File: src/rtl/ipm_mult_seq.sv
// Sequential IPM multiplier over GF(2^8) (poly 0x11B).
// One L_hat row per cycle: delta rows, fix-up, then beta rows.
module ipm_mult_seq #(
   parameter int v = 4
) (
   input  logic                 clk,
   input  logic                 rst,
   input  logic                 in_valid,
   output logic                 in_ready,
   input  logic [(v*v-1)*8-1:0] rand_bits,
   input  logic [v*8-1:0]       R,
   input  logic [v*8-1:0]       Q,
   input  logic [v*v*8-1:0]     L_hat,
   output logic                 out_valid,
   input  logic                 out_ready,
   output logic [v*8-1:0]       T,
   output logic                 out_err
);

   localparam int RW = (v > 1) ? $clog2(v) : 1;

   typedef enum logic [2:0] {
      IDLE,
      DELTA,
      FIX,
      BETA,
      DONE
   } state_t;

   state_t state, state_n;

   logic [RW-1:0]    row;
   logic             last_row;
   logic [v*v*8-1:0] rnd_q;
   logic [v*v*8-1:0] l_q;
   logic [v*8-1:0]   r_q;
   logic [v*8-1:0]   q_q;
   logic [7:0]       b_m [v][v];
   logic [7:0]       a_m [v][v];
   logic [7:0]       l_m [v][v];
   logic [7:0]       rq_row [v];
   logic [7:0]       delta;
   logic [7:0]       beta;
   logic [7:0]       beta_n;
   logic [7:0]       d_row;
   logic [7:0]       b_row;
   logic [7:0]       a_last;

   function automatic logic [7:0] gmul(input logic [7:0] a, input logic [7:0] b);
      logic [7:0] p;
      logic [7:0] x;
      p = 8'h00;
      x = a;
      for (int k = 0; k < 8; k++) begin
         if (b[k]) p = p ^ x;
         x = {x[6:0], 1'b0} ^ (x[7] ? 8'h1B : 8'h00);
      end
      return p;
   endfunction

   // x^254 = x^2 * x^4 * ... * x^128; yields 0 for x = 0
   function automatic logic [7:0] inv8(input logic [7:0] a);
      logic [7:0] s;
      logic [7:0] p;
      s = a;
      p = 8'h01;
      for (int k = 1; k < 8; k++) begin
         s = gmul(s, s);
         p = gmul(p, s);
      end
      return p;
   endfunction

   // top byte of rnd_q is zero, so A[v-1][v-1] reads as 0 until the fix-up
   always_comb begin
      for (int i = 0; i < v; i++) begin
         for (int j = 0; j < v; j++) begin
            l_m[i][j] = l_q[(i*v+j)*8 +: 8];
            a_m[i][j] = rnd_q[(i*v+j)*8 +: 8];
         end
      end
   end

   assign last_row = (row == RW'(v-1));

   always_comb begin
      d_row = 8'h00;
      b_row = 8'h00;
      for (int j = 0; j < v; j++) begin
         rq_row[j] = gmul(r_q[row*8 +: 8], q_q[j*8 +: 8]) ^ a_m[row][j];
         if (row == '0 && j == 0)
            d_row = d_row ^ a_m[0][0];
         else
            d_row = d_row ^ gmul(a_m[row][j], l_m[row][j]);
         b_row = b_row ^ gmul(l_m[row][j], b_m[row][j]);
      end
   end

   assign a_last   = gmul(inv8(l_m[v-1][v-1]), delta);
   assign beta_n   = beta ^ b_row;
   assign in_ready = (state == IDLE);

   always_ff @(posedge clk) begin
      if (rst) state <= IDLE;
      else     state <= state_n;
   end

   always_comb begin
      state_n = state;
      unique case (state)
         IDLE:    if (in_valid)  state_n = DELTA;
         DELTA:   if (last_row)  state_n = FIX;
         FIX:                    state_n = BETA;
         BETA:    if (last_row)  state_n = DONE;
         DONE:    if (out_ready) state_n = IDLE;
         default:                state_n = IDLE;
      endcase
   end

   always_ff @(posedge clk) begin
      if (rst) begin
         row       <= '0;
         rnd_q     <= '0;
         l_q       <= '0;
         r_q       <= '0;
         q_q       <= '0;
         delta     <= 8'h00;
         beta      <= 8'h00;
         T         <= '0;
         out_err   <= 1'b0;
         out_valid <= 1'b0;
         for (int i = 0; i < v; i++)
            for (int j = 0; j < v; j++)
               b_m[i][j] <= 8'h00;
      end else begin
         unique case (state)
            IDLE: begin
               if (in_valid) begin
                  rnd_q <= {8'h00, rand_bits};
                  l_q   <= L_hat;
                  r_q   <= R;
                  q_q   <= Q;
                  delta <= 8'h00;
                  row   <= '0;
               end
            end
            DELTA: begin
               delta <= delta ^ d_row;
               for (int j = 0; j < v; j++)
                  b_m[row][j] <= rq_row[j];
               row <= row + RW'(1);
            end
            FIX: begin
               b_m[v-1][v-1] <= b_m[v-1][v-1] ^ a_last;
               out_err       <= (l_m[v-1][v-1] == 8'h00);
               beta          <= b_m[0][0];
               for (int j = 1; j < v; j++)
                  T[j*8 +: 8] <= b_m[0][j];
               row <= RW'(1);
            end
            BETA: begin
               beta <= beta_n;
               row  <= row + RW'(1);
               if (last_row) begin
                  T[7:0]    <= beta_n;
                  out_valid <= 1'b1;
               end
            end
            DONE: begin
               if (out_ready) out_valid <= 1'b0;
            end
            default: ;
         endcase
      end
   end

endmodule

File: config.mk
export PLATFORM = sky130hd
export DESIGN_NAME = ipm_mult_seq
export DESIGN_NICKNAME = d
export VERILOG_FILES = /design/src/rtl/ipm_mult_seq.sv
export SDC_FILE = /design/constraint.sdc
export NUM_CORES = 2
export LEC_CHECK = 0
export ABC_AREA = 0
export CAP_MARGIN = 10
export CORE_ASPECT_RATIO = 2
export CORE_MARGIN = 2
export CORE_UTILIZATION = 62
export DETAILED_ROUTE_END_ITERATION = 8
export GPL_TIMING_DRIVEN = 0
export PLACE_DENSITY = 0.83
export SETUP_SLACK_MARGIN = 0.02
export SYNTH_ARGS = -nofsm -noshare
export SYNTH_HDL_FRONTEND = slang
export SYNTH_SLANG_ARGS = --single-unit
File: constraint.sdc
create_clock -name clk -period 23 [get_ports clk]
set_clock_uncertainty 0.2 [all_clocks]
set_input_delay 4.6 -clock clk [delete_from_list [all_inputs] [get_ports clk]]
set_output_delay 4.6 -clock clk [all_outputs]
set_load 0.03 [all_outputs]
==> metrics.txt <==
final setup fails 0; syn_nets 6771; Synth top area share 18.8%; crit path max fanout 10; failing checks max-capacitance violations, max-slew violations; CP Launch Point l_q[127]; endpoint type of the worst setup path flop; status finished with violations; worst setup slack after layout 606 ps; layout cells sized above 1 6.09%; vias 51800; Max-Cap Viols 1; post-CTS setup buffers 0; flop2flop setup slack 610 ps; io pins 351; Placement Setup Slack 1440 ps; initial antenna violation count 11; Min-Delay Path Class reg -> reg; sequential area share after synthesis 22.3%; Area contributors post-synth xnor2_1 19%, dfxtp_1 15%, nand2_1 13%; area of the multi-input gates 0.0370 mm²; Reg-to-Reg End b_m[3][4]; vias in the first global route 51400; Post-synth ARST share 0%; Crit path top cell by count clkbuf_1; die area 0.0836 mm²; leading area contributor after synthesis xnor2_1; Post-route DRC 0; Most used DFF post-synth dfxtp_1; Tcrit/Tclk final 97.4%; Synth Warn # 0; Post-DP HPWL 165 mm; reg2reg path depth 62; drt total wl 220 mm; minimum clock period 22390 ps; gpl congestion 1.08; drt wl/cell 27.8 µm; first-pass GRT wire length 324 mm; Seq. cell area 0.0112 mm²; Worst Path Required 23150 ps; Post-Syn Area per Cell 7.81 µm²; # port buffers 350; Final nets 7177; Clock Path Buffers 3; DIE WIDTH 205 µm; final-report hold violation count 0; cts bufs inserted 40; H-tree Lvls 2; Pins Over Slew Limit 11; worst-skew pair later-pin latency 620 ps; CP startpoint kind flop; Worst-Margin Slew 1520 ps; vias per inst 6.53; post-route ant nets 0; clk sinks 497; total track usage 52.7%; Site Rows 147; setup TNS 0 ps; Clock transition at path regs 80 ps; Mapped Area 0.0503 mm²; largest net degree at the start of global routing 33; CTS root buffer clkbuf_16; Post-synth EDFFs 128; Chip Height 407 µm; unique cell type count in the Yosys netlist 108; Mapped Cells 6442; fillers 6409; post-synthesis register bit count 497; initial DRC count 6315; arrival time at the worst endpoint 22540 ps; CP max stage delay 930 ps; RSZ-0062 raised after global routing false; FMAX 44.7 MHz; Worst slew margin -1.19%; first drt pass iteration count 9; slowest stage cell on the critical path o31ai_1; grt total ovfl 0; synth-to-layout area growth 12.9%; initial core utilization 62.6%; CORE AREA 0.0804 mm²; reg-to-reg critical path startpoint l_q[127]; Post-CTS Hold Buffers 0; TritonCTS clock tree yes; WS Path Type reg -> reg; crit path to b_m[3][4]
routing by layer:
layer / routed length, µm / GRT usage [%]
met4: 32300 / 61.9
met1: 63700 / 48.0
met3: 22800 / 17.9
met2: 101000 / 84.6
met5: 115 / 0.726
cells in the mapped netlist (15+ instances only):
library cell and n:
buf_4 16, xnor3_2 15, mux4_2 96, nand3_1 62
a211oi_1 37, o21ai_1 23, edfxtp_1 128, o21ai_0 143
a21oi_1 524, nand2b_1 33, o22ai_1 53, nand4_1 15
xnor2_2 41, buf_2 33, buf_1 54, nor2_1 495
nor2b_1 25, a22oi_1 42, inv_1 34, or2_2 15
nor3_1 65, o221ai_1 20, dfxtp_1 369, xnor3_1 100
nand2_1 1703, o211ai_1 31, mux2i_1 78, mux2_2 18
xnor2_1 1078, and2_1 18, a31oi_1 29, xor2_1 352
clkbuf_1 362
worst min path at each step:
stage,slack [ps],end,depth (start not counted),start
2_1_floorplan,230,r_q[23],2,r_q[23]
3_3_place_gp,240,rnd_q[19],2,rnd_q[19]
3_5_place_dp,240,l_q[62],2,l_q[62]
4_1_cts,260,rnd_q[97],2,rnd_q[97]
5_1_grt,270,l_q[2],2,l_q[2]
6_report,260,rnd_q[35],2,rnd_q[35]
cell type report:
class | count | area share (%)
Timing Repair Buffer | 364 | 6.54
Multi-Input combinational cell | 5424 | 65.2
Sequential cell | 497 | 19.8
Tap cell | 1043 | 2.30
Antenna cell | 7 | 0.0308
Clock buffer | 50 | 1.94
Inverter | 44 | 0.291
Clock inverter | 22 | 0.458
Buffer | 477 | 3.50
per-stage QoR:
step	instance area [µm²]	instances	hold slack [ps]	utilization [%]
after global placement	55100	7835	239	68.6
after global routing	56800	7921	268	70.7
final	56800	7928	257	70.7
after CTS	56600	7910	256	70.4
after detailed placement	55200	7838	243	68.7
after floorplan	50300	6442	233	-
critical path: cells and delay by family, from the launching register on:
| kind | cells | cell delay (ps) |
|---|---|---|
| flip-flops | 1 | 460 |
| AO/OA/AOI/OAI | 11 | 3230 |
| XOR/XNOR | 20 | 7460 |
| multiplexers | 2 | 640 |
| AND/OR/NAND/NOR | 10 | 2560 |
| buffers and inverters | 17 | 6920 |
| adder cells (fa/ha/maj) | 2 | 620 |
registers in the layout, summed over array words and instances (netlist names), named ones only:
name,cells
state,3
out_err,1
b_m,128
r_q,32
row,2
beta,8
T,32
out_valid,1
delta,8
q_q,32
l_q,128
rnd_q,120
cells by family (layout without fill, tap and decap cells):
| family | Yosys count | in the layout | synth area share (%) |
|---|---|---|---|
| and+or+nand+nor | 2514 | 2514 | 20.2 |
| xor gates and xnor gates | 1634 | 1634 | 33.6 |
| AOI/OAI and AO/OA | 1065 | 1065 | 12.8 |
| buffers and inverters | 521 | 957 | 4.27 |
| DFF | 497 | 497 | 22.3 |
| muxes | 198 | 198 | 6.41 |
| adders and majority gates | 13 | 13 | 0.323 |
| other | 0 | 7 | 0 |
cells in the final DEF (no fill, tap or decap), types with 62 or more instances in the layout:
master,count
dfxtp_1,369
a21oi_1,524
clkdlybuf4s50_1,350
xor2_1,352
nor2_1,495
nand2_1,1703
xnor2_1,1070
nor3_1,65
clkbuf_1,365
o21ai_0,143
mux2i_1,78
xnor3_1,100
edfxtp_1,128
nand3_1,62
mux4_2,96
repair_timing:
action	in CTS	in global routing
hold endpoints to repair	0	0
resized for setup	0	3
endpoints found under the setup margin	0	7
Power is left out: the tool's default activity adds up to more than one toggle a clock period on the data nets, which glitch-free logic cannot reach.
